===== src/rtl/serial_addsub.sv =====
// rtl/serial_addsub.sv - bit-serial two's-complement adder/subtractor
// One full-adder slice with a registered carry; operands are consumed LSB-first, one bit per clock.
module serial_addsub #(
  parameter int WIDTH = 8
) (
  input  logic             clk,
  input  logic             rst_n,
  input  logic             start,
  input  logic             op,
  input  logic [WIDTH-1:0] a,
  input  logic [WIDTH-1:0] b,
  output logic             busy,
  output logic             done,
  output logic [WIDTH-1:0] result,
  output logic             cout,
  output logic             overflow
);

  localparam int CW = (WIDTH > 2) ? $clog2(WIDTH) : 1;

  typedef enum logic [1:0] {
    S_IDLE,
    S_RUN,
    S_DONE
  } state_t;

  state_t           state_q, state_d;
  logic [CW-1:0]    cnt_q, cnt_d;
  logic [WIDTH-1:0] opa_q, opa_d;
  logic [WIDTH-1:0] opb_q, opb_d;
  logic [WIDTH-2:0] sh_q, sh_d;
  logic             carry_q, carry_d;
  logic [WIDTH-1:0] result_q, result_d;
  logic             cout_q, cout_d;
  logic             ovf_q, ovf_d;

  logic             s;
  logic             c_next;
  logic             last;
  logic [WIDTH-1:0] acc;

  always_comb begin
    state_d  = state_q;
    cnt_d    = cnt_q;
    opa_d    = opa_q;
    opb_d    = opb_q;
    sh_d     = sh_q;
    carry_d  = carry_q;
    result_d = result_q;
    cout_d   = cout_q;
    ovf_d    = ovf_q;

    s      = opa_q[0] ^ opb_q[0] ^ carry_q;
    c_next = (opa_q[0] & opb_q[0]) | (opa_q[0] & carry_q) | (opb_q[0] & carry_q);
    last   = (cnt_q == CW'(WIDTH - 1));
    acc    = {s, sh_q};

    case (state_q)
      S_RUN: begin
        opa_d   = opa_q >> 1;
        opb_d   = opb_q >> 1;
        sh_d    = acc[WIDTH-1:1];
        carry_d = c_next;
        cnt_d   = cnt_q + CW'(1);
        if (last) begin
          // On the final step opa_q[0]/opb_q[0] are the operand MSBs.
          state_d  = S_DONE;
          result_d = acc;
          cout_d   = c_next;
          ovf_d    = (opa_q[0] == opb_q[0]) && (s != opa_q[0]);
        end
      end
      default: begin
        state_d = S_IDLE;
        if (start) begin
          // Subtraction is a + ~b + 1: invert b and seed the carry with 1.
          state_d = S_RUN;
          opa_d   = a;
          opb_d   = op ? ~b : b;
          carry_d = op;
          cnt_d   = '0;
        end
      end
    endcase
  end

  always_ff @(posedge clk or negedge rst_n) begin
    if (!rst_n) begin
      state_q  <= S_IDLE;
      cnt_q    <= '0;
      opa_q    <= '0;
      opb_q    <= '0;
      sh_q     <= '0;
      carry_q  <= 1'b0;
      result_q <= '0;
      cout_q   <= 1'b0;
      ovf_q    <= 1'b0;
    end else begin
      state_q  <= state_d;
      cnt_q    <= cnt_d;
      opa_q    <= opa_d;
      opb_q    <= opb_d;
      sh_q     <= sh_d;
      carry_q  <= carry_d;
      result_q <= result_d;
      cout_q   <= cout_d;
      ovf_q    <= ovf_d;
    end
  end

  assign busy     = (state_q == S_RUN);
  assign done     = (state_q == S_DONE);
  assign result   = result_q;
  assign cout     = cout_q;
  assign overflow = ovf_q;

endmodule

===== config.mk =====
export PLATFORM = sky130hd
export DESIGN_NAME = serial_addsub
export DESIGN_NICKNAME = d
export VERILOG_FILES = /design/src/rtl/serial_addsub.sv
export SDC_FILE = /design/constraint.sdc
export NUM_CORES = 1
export LEC_CHECK = 0
export BUFFER_PORTS_ARGS = -buffer_cell sky130_fd_sc_hd__clkbuf_2
export CORE_MARGIN = 1.5
export CORE_UTILIZATION = 49
export DETAILED_ROUTE_END_ITERATION = 12
export HOLD_SLACK_MARGIN = 0.03
export PLACE_DENSITY = 0.81
export SYNTH_ARGS = -nofsm -noshare
export SYNTH_HDL_FRONTEND = slang
export SYNTH_SLANG_ARGS = --single-unit

===== constraint.sdc =====
create_clock -name clk -period 1.5 [get_ports clk]
set_clock_uncertainty 0.2 [all_clocks]
set_input_delay 0.075 -clock clk [delete_from_list [all_inputs] [get_ports clk]]
set_output_delay 0.075 -clock clk [all_outputs]
set_load 0.005 [all_outputs]

==> flow_metrics.tcl <==
set metrics [dict create \
    grt_pass1_wl_um 6230 \
    wl_per_cell_um 13.9 \
    synth_warnings 0 \
    hold_viol 0 \
    synthDistinctLibCells 22 \
    fmax_ghz 0.615 \
    async_reset_ff_share_pct 100 \
    routed-wl-met2_um 1910 \
    route.detailed.drc 0 \
    worst_ep_arrival_time_ns 1.67 \
    die_w_um 63.3 \
    wl_met1_um 1420 \
    viasPerCell 4.98 \
    power.leakage_uw 0.00123 \
    dieHeight_um 63.3 \
    place_congestion 0.713 \
    die_area_um2 4010 \
    path_class "reg2reg" \
    cts_made_buffers 5 \
    rsz0062_at_grt "yes" \
    reg2reg_to "overflow$_DFFE_PN0P_" \
    slew_viol_final 0 \
    place_hpwl_um 2380 \
    core_um2 3420 \
    synth_seq_cells 39 \
    crit_required_ns 1.54 \
    fin_crit_sh_pct 108 \
    drive_gt1_share_pct 36.7 \
    highest_layer "met4" \
    synth_edf_count 0 \
    fill_cells 240 \
    wl_met3_um 143 \
    syn_avg_cell_area_um2 12.6 \
    rrSetupSlack_ns -0.12 \
    placed_cells 219 \
    grt_antenna_before_repair 0 \
    stdcell_area_um2 2430 \
    synth.cells.most_frequent "39 x dfrtp_1, 18 x nand2_1, 17 x o21ai_0" \
    rows 21 \
    startpoint "carry_q$_DFFE_PN0P_" \
    syn_area_um2 1780 \
    final-setup-viol-count 11 \
    nets 230 \
    overflow 0 \
    critPathMaxFanout 3 \
    cts_tree "done" \
    outcome "complete, but fails checks" \
    routed_wl_um 3530 \
    ys_seq_area_share_pct 54.7 \
    grt_max_degree 22 \
    diodes 0 \
    placement.io_buffers 31 \
    area_growth_pct 36.1 \
    relSlewSlack_pct 70.5 \
    powerDensity_nw_per_um2 1830 \
    dr_total_vias 1261 \
    postRouteAntennaNets 0 \
    maxCapViolCount 0 \
    synthCells 141 \
    r2r_cells 3 \
    synth.most_common_cell "dfrtp_1" \
    path_clk_slew_ns 0.11 \
    drtIter0Drc 45 \
    cts-root-buf "clkbuf_4" \
    netlist_top_cells_area "dfrtp_1 55%, mux2_2 9.5%, mux2i_1 9.0%, o21ai_0 4.8%, nand2_1 3.8%" \
    start_kind "flop" \
    fin_ws_ns -0.125 \
    yosys.area.top_type "dfrtp_1" \
    critPathCapture "overflow$_DFFE_PN0P_" \
    grt_pass1_vias 1349 \
    end_kind "flop" \
    cts_buffer_depth 2 \
    min_path_type "reg2reg" \
    grt_use_total_pct 20.6 \
    violations "negative setup slack" \
    cts_htree_levels 2 \
    yosys.area.top_type_share_pct 54.7 \
    dr.pass1.iters 4 \
    dpl_cell_area_um2 2070 \
    cts.sinks 39 \
    syn_nets 165 \
    stdcell_count 253 \
    synth-main-ff-cell "dfrtp_1" \
    period_needed_ns 1.62 \
    initial_utilization_pct 52.2 \
    worst_pin_slew_ns 0.442 \
    rr_startpoint "carry_q$_DFFE_PN0P_" \
    ir_drop_v 0.000998 \
    pin_count 32 \
    clk_latency_ns 0.34 \
]
-- area by class of cell --
class / count / area, µm² / share of cell area, %
multi-input cells: 93 / 801 / 33.0
well taps: 46 / 57.6 / 2.37
inverters: 1 / 3.75 / 0.155
repair buffers: 66 / 518 / 21.4
flip-flops and latches: 39 / 977 / 40.3
clock buffers: 8 / 68.8 / 2.84
-- cell usage in the layout, fill, tap and decap left out, drive strengths merged --
| master | n |
|---|---|
| nor2b | 1 |
| o21ai | 17 |
| clkbuf | 38 |
| nand2 | 18 |
| dlygate4sd3 | 20 |
| nand3b | 2 |
| xor2 | 7 |
| fa | 1 |
| o31ai | 1 |
| mux2 | 17 |
| a211oi | 1 |
| xnor2 | 2 |
| buf | 16 |
| dfrtp | 39 |
| nor2 | 4 |
| ha | 3 |
| and2b | 1 |
| nand2b | 2 |
| mux2i | 16 |
| inv | 1 |
-- sequential cells by signal, summed over array words and instances, names as in the netlist --
| register | flops |
|---|---|
| opb_q | 8 |
| opa_q | 8 |
| cnt_q | 3 |
| sh_q | 7 |
| carry_q | 1 |
| overflow | 1 |
| state_q | 2 |
| result | 8 |
| cout | 1 |
-- stage by stage --
step | power (µW) | hold WS [ns] | utilization, % | TNS (ns) | setup slack [ns]
3_3_place_gp | 3410 | -0.182 | 60.5 | -0.378 | -0.0686
5_1_grt | 4820 | 0.336 | 71.0 | -0.942 | -0.209
6_report | 4440 | 0.301 | 71.0 | -0.631 | -0.125
3_5_place_dp | 3560 | -0.173 | 60.5 | -0.958 | -0.122
4_1_cts | 4340 | 0.308 | 69.8 | -0.677 | -0.142
2_1_floorplan | 3080 | -0.421 | - | -0.316 | -0.0451
-- critical path, cell delays in order, from the launching register on --
cell and delay [ns]:
dfrtp_1 0.41, fa_1 0.61, xnor2_1 0.09, o31ai_1 0.22
-- cell families after synthesis --
family / Yosys count / share of synthesized area [%]
muxes: 33 / 20.1
and+or+nand+nor: 27 / 7.65
AOI/OAI and AO/OA: 19 / 5.61
adders and majority gates: 4 / 3.23
DFF: 39 / 54.7
xor gates and xnor gates: 9 / 4.42
buffers and inverters: 10 / 4.21
-- how the worst min path moves through the flow --
stage	startpoint	endpoint	slack, ns	cells past startpoint
global placement	rst_n	result[5]$_DFFE_PN0P_	-0.18	1
global route	opb_q[6]$_DFFE_PN0P_	opb_q[5]$_DFFE_PN0P_	0.34	2
finish	opa_q[4]$_DFFE_PN0P_	opa_q[3]$_DFFE_PN0P_	0.30	2
detailed placement	rst_n	result[5]$_DFFE_PN0P_	-0.17	1
CTS	opa_q[1]$_DFFE_PN0P_	opa_q[0]$_DFFE_PN0P_	0.31	2
floorplan	rst_n	carry_q$_DFFE_PN0P_	-0.42	0
-- where the power goes --
group	total (µW)	internal, µW	leakage (µW)	switching, µW
Sequential	1840	1530	0.000492	310
Combinational	2000	1170	0.000702	829
Clock	600	276	0.0000386	324
-- routing by layer --
layer,track usage [%],vias up
met5,0,-
met4,7.34,0
met3,6.25,7
met2,37.5,28
met1,22.3,617
li1,-,609
-- repair_timing --
item | 4_1_cts | 5_1_grt
endpoints found under the hold margin | 59 | 0
resized for setup | 5 | 5
hold buffers | 20 | 0
pin swaps | 2 | 1
setup endpoints to repair | 23 | 31
gates cloned | 1 | 0
buffers inserted | 2 | 3
Note: power is estimated with default switching activity, not from simulation.
